<file path="src/rtl/imm_pkg.sv">
// imm_pkg: shared immediate-mode enum, opcode constants and fusion FSM states
package imm_pkg;
    typedef enum logic [2:0] {
        SEXT   = 3'd0,
        ZEXT   = 3'd1,
        LUI    = 3'd2,
        BRANCH = 3'd3,
        JUMP   = 3'd4
    } imm_mode_e;
    localparam logic [5:0] OP_LUI = 6'h0F;
    localparam logic [5:0] OP_ORI = 6'h0D;
    typedef enum logic {IDLE, PEND} fuse_state_e;
endpackage

</file>
<file path="src/rtl/imm_ext_core.sv">
// imm_ext_core: combinational extension / branch / jump target generator
// Ports: i_instruction, i_imm_mode, i_pc_plus4 in; o_value (DATA_W), o_err (reserved mode) out
module imm_ext_core
    import imm_pkg::*;
#(
    parameter int DATA_W = 32
) (
    input  logic [31:0]       i_instruction,
    input  logic [2:0]        i_imm_mode,
    input  logic [DATA_W-1:0] i_pc_plus4,
    output logic [DATA_W-1:0] o_value,
    output logic              o_err
);
    logic [15:0]       w_imm;
    logic [63:0]       w_sext64;
    logic [63:0]       w_lui64;
    logic [DATA_W-1:0] w_sext;
    logic [DATA_W-1:0] w_lui;
    logic [DATA_W-1:0] w_branch;
    logic [DATA_W-1:0] w_jump;
    logic              w_unused;
    assign w_imm    = i_instruction[15:0];
    // Build at 64 bits and truncate so DATA_W=32 needs no zero-width replication
    assign w_sext64 = {{48{w_imm[15]}}, w_imm};
    assign w_lui64  = {{32{w_imm[15]}}, w_imm, 16'h0};
    assign w_sext   = w_sext64[DATA_W-1:0];
    assign w_lui    = w_lui64[DATA_W-1:0];
    assign w_branch = i_pc_plus4 + (w_sext << 2);
    assign w_jump   = {i_pc_plus4[DATA_W-1:28], i_instruction[25:0], 2'b00};
    assign w_unused = &{1'b0, i_instruction[31:26]};
    always_comb begin
        o_value = (i_imm_mode == 3'(SEXT))   ? w_sext :
                  (i_imm_mode == 3'(ZEXT))   ? DATA_W'(w_imm) :
                  (i_imm_mode == 3'(LUI))    ? w_lui :
                  (i_imm_mode == 3'(BRANCH)) ? w_branch :
                  (i_imm_mode == 3'(JUMP))   ? w_jump : '0;
        o_err   = i_imm_mode > 3'(JUMP);
    end
endmodule

</file>
<file path="src/rtl/imm_unit.sv">
// imm_unit: registered, handshaked immediate generator with optional LUI+ORI fusion
// Ports: i_clk, i_reset (sync, active-high); i_in_valid/o_in_ready, i_instruction, i_imm_mode,
//        i_pc_plus4, i_drain in; o_out_valid/i_out_ready, o_imm_out, o_out_rd, o_out_fused, o_out_err out
// Build option: define LUI_FUSE_EN to build the LUI/ORI fusion FSM (otherwise drain is ignored)
module imm_unit
    import imm_pkg::*;
#(
    parameter int DATA_W = 32
) (
    input  logic              i_clk,
    input  logic              i_reset,
    input  logic              i_in_valid,
    output logic              o_in_ready,
    input  logic [31:0]       i_instruction,
    input  logic [2:0]        i_imm_mode,
    input  logic [DATA_W-1:0] i_pc_plus4,
    input  logic              i_drain,
    output logic              o_out_valid,
    input  logic              i_out_ready,
    output logic [DATA_W-1:0] o_imm_out,
    output logic [4:0]        o_out_rd,
    output logic              o_out_fused,
    output logic              o_out_err
);
    logic [DATA_W-1:0] w_ext;
    logic              w_ext_err;
    logic [4:0]        w_rt;
    logic              w_slot_free;
    logic              w_load;
    logic [DATA_W-1:0] w_val;
    logic [4:0]        w_rd;
    logic              w_fused;
    logic              w_err;
    logic              r_valid;
    logic [DATA_W-1:0] r_imm;
    logic [4:0]        r_rd;
    logic              r_fused;
    logic              r_err;
    assign w_rt        = i_instruction[20:16];
    assign w_slot_free = !r_valid || i_out_ready;
    imm_ext_core #(.DATA_W(DATA_W)) u_core (
        .i_instruction(i_instruction),
        .i_imm_mode   (i_imm_mode),
        .i_pc_plus4   (i_pc_plus4),
        .o_value      (w_ext),
        .o_err        (w_ext_err)
    );
`ifdef LUI_FUSE_EN
    fuse_state_e       r_state;
    fuse_state_e       w_next;
    logic [DATA_W-1:0] r_upper;
    logic [4:0]        r_prd;
    logic              w_match;
    logic              w_capture;
    logic              w_in_ready;
    assign w_match = i_in_valid && i_instruction[31:26] == OP_ORI && i_imm_mode == 3'(ZEXT)
                     && i_instruction[25:21] == r_prd && w_rt == r_prd;
    assign o_in_ready = w_in_ready;
    always_comb begin
        w_next     = r_state;
        w_load     = 1'b0;
        w_capture  = 1'b0;
        w_val      = w_ext;
        w_rd       = w_rt;
        w_fused    = 1'b0;
        w_err      = w_ext_err;
        w_in_ready = !i_reset && w_slot_free;
        if (r_state == IDLE) begin
            // An accepted LUI is parked instead of emitted, waiting for a partner ORI
            w_capture = i_in_valid && w_in_ready && i_imm_mode == 3'(LUI);
            w_load    = i_in_valid && w_in_ready && !w_capture;
            w_next    = w_capture ? PEND : IDLE;
        end else begin
            // drain wins over a same-cycle match
            w_in_ready = w_in_ready && w_match && !i_drain;
            w_load     = w_in_ready || (!i_reset && w_slot_free && (i_drain || i_in_valid));
            w_val      = w_in_ready ? {r_upper[DATA_W-1:16], i_instruction[15:0]} : r_upper;
            w_rd       = r_prd;
            w_fused    = w_in_ready;
            w_err      = 1'b0;
            w_next     = w_load ? IDLE : PEND;
        end
    end
    always_ff @(posedge i_clk) begin
        if (i_reset) begin
            r_state <= IDLE;
            r_upper <= '0;
            r_prd   <= '0;
        end else begin
            r_state <= w_next;
            if (w_capture) begin
                r_upper <= w_ext;
                r_prd   <= w_rt;
            end
        end
    end
`else
    logic w_unused;
    assign o_in_ready = !i_reset && w_slot_free;
    assign w_load     = i_in_valid && o_in_ready;
    assign w_val      = w_ext;
    assign w_rd       = w_rt;
    assign w_fused    = 1'b0;
    assign w_err      = w_ext_err;
    assign w_unused   = &{1'b0, i_drain};
`endif
    always_ff @(posedge i_clk) begin
        if (i_reset) begin
            r_valid <= 1'b0;
            r_imm   <= '0;
            r_rd    <= '0;
            r_fused <= 1'b0;
            r_err   <= 1'b0;
        end else if (w_load) begin
            r_valid <= 1'b1;
            r_imm   <= w_val;
            r_rd    <= w_rd;
            r_fused <= w_fused;
            r_err   <= w_err;
        end else if (i_out_ready) begin
            r_valid <= 1'b0;
        end
    end
    assign o_out_valid = r_valid;
    assign o_imm_out   = r_imm;
    assign o_out_rd    = r_rd;
    assign o_out_fused = r_fused;
    assign o_out_err   = r_err;
endmodule

</file>
<file path="config.mk">
export PLATFORM = sky130hd
export DESIGN_NAME = imm_unit
export DESIGN_NICKNAME = d
export VERILOG_FILES = /design/src/rtl/imm_pkg.sv /design/src/rtl/imm_ext_core.sv /design/src/rtl/imm_unit.sv
export SDC_FILE = /design/constraint.sdc
export NUM_CORES = 1
export LEC_CHECK = 0
export CAP_MARGIN = 20
export CELL_PAD_IN_SITES_DETAIL_PLACEMENT = 2
export CELL_PAD_IN_SITES_GLOBAL_PLACEMENT = 2
export CORE_MARGIN = 5
export CORE_UTILIZATION = 26
export DETAILED_ROUTE_END_ITERATION = 10
export PLACE_DENSITY = 0.87
export SYNTH_ARGS = -nofsm -noshare
export SYNTH_HDL_FRONTEND = slang
export SYNTH_SLANG_ARGS = --single-unit
</file>
<file path="constraint.sdc">
create_clock -name i_clk -period 3.05 [get_ports i_clk]
set_input_delay 0.305 -clock i_clk [delete_from_list [all_inputs] [get_ports i_clk]]
set_output_delay 0.305 -clock i_clk [all_outputs]
set_load 0.01 [all_outputs]
</file>
==> impl_metrics.ini <==
[synth]
ys_ff_latch = 39
yosys.area_share.adder_pct = 10.1
avgSynthCellArea_um2 = 7.32
synth_top_area_share_pct = 20.7
ys.warnings.count = 0
yosysTopAreaCell = dfxtp_1
postSynth.asyncResetShare_pct = 0
synthSimpleGateAreaFrac_pct = 23.3
synth_xor_area_share_pct = 5.80
synth_seq_area_share_pct = 20.7
syn_area_mm2 = 0.00378
yosysMostFrequentCell = a21oi_1
synth_mux_area_share_pct = 0
synth.net_count = 618
synth-compound-area-share_pct = 34.7
synthCells = 516
synth_flop_cell = dfxtp_1
synth_top_family_by_area = compound AO/OA/AOI/OAI gates
synth.area.top_cells = dfxtp_1 21%, ha_1 9.6%, a21oi_1 8.5%
ys_top_cells_by_count = 64 x a21oi_1, 53 x nor2_1, 50 x o21ai_0
synth_cell_type_count = 68
synth_edf_count = 0

[detailed_routing]
wl_per_cell_um = 20.8
drt_iter0_drc = 194
wirelength_um = 17300
drc_errors = 0
viasPerCell = 5.40
num_vias = 4491
dr.pass1.iters = 4
ant_nets = 0

[layout]
areaGrowthSynthToFinish_pct = 42.9
final_nets = 749
finalNonFillerCells = 832
utilization_pct = 37.6
antennaDiodeCount = 0
final_area_mm2 = 0.00540
drive_gt1_share_pct = 11.9

[flow_run]
drv_cap = 0

[floorplanning]
core-area_mm2 = 0.0144
die_w_um = 131
fp.dieArea_mm2 = 0.0170
die_h_um = 131
num_rows = 44
ios = 113
start_util_pct = 26.3

[clock_network]
insertion_delay_ns = 0.29
cts_max_level = 2
hold_buffers = 0
clock-sinks = 39
cts_root_buf = clkbuf_16
cts_tree = yes
numCtsBuffers = 5
cts.clk_slew.worst_paths_ns = 0.06
cts_buffer_depth = 2

[setup_path]
crit_chain = clkdlybuf4s50_1 > ha_1 > inv_1 > fa_1 > and2b_2 > o211ai_4 > a21oi_2 > or4_4 > nand3_4 > o311ai_4 > xnor2_1 > o41ai_2
critical_path_depth = 12
critPathSlowestCell = or4_4
slowest_delay_ns = 0.54
rr_endpoint = o_imm_out[20]
start_kind = primary input
startpoint = i_instruction[0]
crit-reg2reg-launch = o_out_valid
crit_type = in -> reg
cp-endpoint = o_imm_out[24]
worstPathArrival_ns = 3.11
end_kind = register
cp_top_family = simple AND/OR/NAND/NOR gates
worstPathRequired_ns = 3.24
reg2reg_depth = 6
cp_num_buf_inv = 2
cp_max_fo = 4
rrSetupSlack_ns = 1.15

[timing]
hold_violations = 0
setup_violations = 0
drv_slew = 0
rsz0062_at_grt = false
period_share_pct = 95.8
layout_min_cycle_time_ns = 2.92
tightestPinTransition_ns = 0.640
clock_skew_ns = 0.00188
clock.fmax_mhz = 342
max-slew-margin-rel_pct = 57.2
fin_ws_ns = 0.128
tns_ns = 0

[power_and_ir_drop]
peakVddDrop_mv = 0.162
p_per_area_mw_per_mm2 = 367
leakagePower_nw = 2.06

[placed_design]
placed_area_mm2 = 0.00525
dp_slack_ns = -0.181
globalplace.congestion = 0.883
portBuffers = 104
place_inst = 824
dp.final_hpwl_um = 14200

[global_routing]
grt-ovfl-total = 0
grt_pass1_wl_um = 27300
grt_usage_pct = 20.2
antenna_found_initial = 0
grt_pass1_vias = 5022
grt_max_degree = 25

[min_path]
hold_class = reg -> reg

[run_status]
status = completed
## how the worst min path moves through the flow
| stage | start | endpoint | slack (ns) | cells past startpoint |
|---|---|---|---|---|
| 3_5_place_dp | o_out_rd[0] | o_out_rd[0] | 0.46 | 2 |
| 4_1_cts | o_out_rd[0] | o_out_rd[0] | 0.47 | 2 |
| 2_1_floorplan | i_in_valid | o_out_valid | 0.43 | 2 |
| 5_1_grt | o_out_rd[1] | o_out_rd[1] | 0.48 | 2 |
| 3_3_place_gp | o_out_rd[1] | o_out_rd[1] | 0.44 | 2 |
| 6_report | o_out_rd[0] | o_out_rd[0] | 0.46 | 2 |
## registers in the layout, summed over array words and instances, names as in the netlist
register and cells:
o_out_rd 5, o_out_valid 1, o_out_err 1, o_imm_out 32
## final cells by class
cell class              instances  area [µm²]
well taps                     184         230
flip-flops and latches         39         781
multi-input cells             438        2800
inverters                      10        37.5
repair buffers                153        1410
clock inverters                 3        15.0
fillers                      1660        8970
clock buffers                   5         125
## cells in the final DEF, fill, tap and decap left out, types with 2 or more instances in the layout
cell type	Yosys	layout
ha_1	29	29
a21o_2	2	2
o211ai_1	2	2
o22ai_1	7	7
nand2b_1	8	8
xnor2_1	16	16
buf_4	1	49
clkbuf_16	0	5
nor3_1	22	22
o21bai_1	2	2
a211oi_1	11	10
a31o_2	2	2
a21oi_1	64	64
o31a_1	3	3
dfxtp_1	39	39
nand4_1	4	4
and2_1	3	3
nand3_1	18	18
inv_1	10	10
nor2b_1	14	14
a22oi_1	10	10
nand2_1	46	46
a21o_1	6	6
o21a_1	9	9
xor2_1	9	9
o21ai_0	50	50
clkdlybuf4s50_1	0	104
a31oi_1	4	4
nor4_1	3	3
o41ai_1	2	2
o41ai_2	3	3
o221ai_1	4	4
clkinv_2	0	3
nor2_1	53	53
## per-stage QoR
stage               power, mW  hold slack [ns]
global placement         1.42            0.444
CTS                      1.99            0.465
floorplan                1.05            0.426
detailed placement       1.46            0.457
finish                   1.98            0.461
global route             2.09            0.480
## worst reg2reg max path: cells and delay by family (launching register included)
kind	cells	cell delay, ns
flops	1	0.32
compound gates	1	0.23
simple gates	5	1.24
## where the power goes
part	switching, mW	internal, mW	leakage [nW]
clock network	0.225	0.299	0.0733
registers	0.0242	0.546	0.322
logic	0.481	0.402	1.66
## timing repair
item,4_1_cts,5_1_grt
hold endpoints to repair,0,0
endpoints found under the setup margin,0,3
setup buffers,0,0
gates resized for setup,0,2
## cells by family after synthesis
group / Yosys count
AOI/OAI and AO/OA: 199
xor gates and xnor gates: 25
and+or+nand+nor: 183
DFF: 39
buffers and inverters: 39
adders and majority gates: 30
other: 1
## metal layers
layer	track usage (%)	wire length (µm)	up-vias
li1	-	-	2161
met1	26.0	7600	2212
met2	36.3	8740	99
met3	1.99	636	19
met4	4.78	292	0
met5	0	0	-
Power figures use the tool's default switching activity.
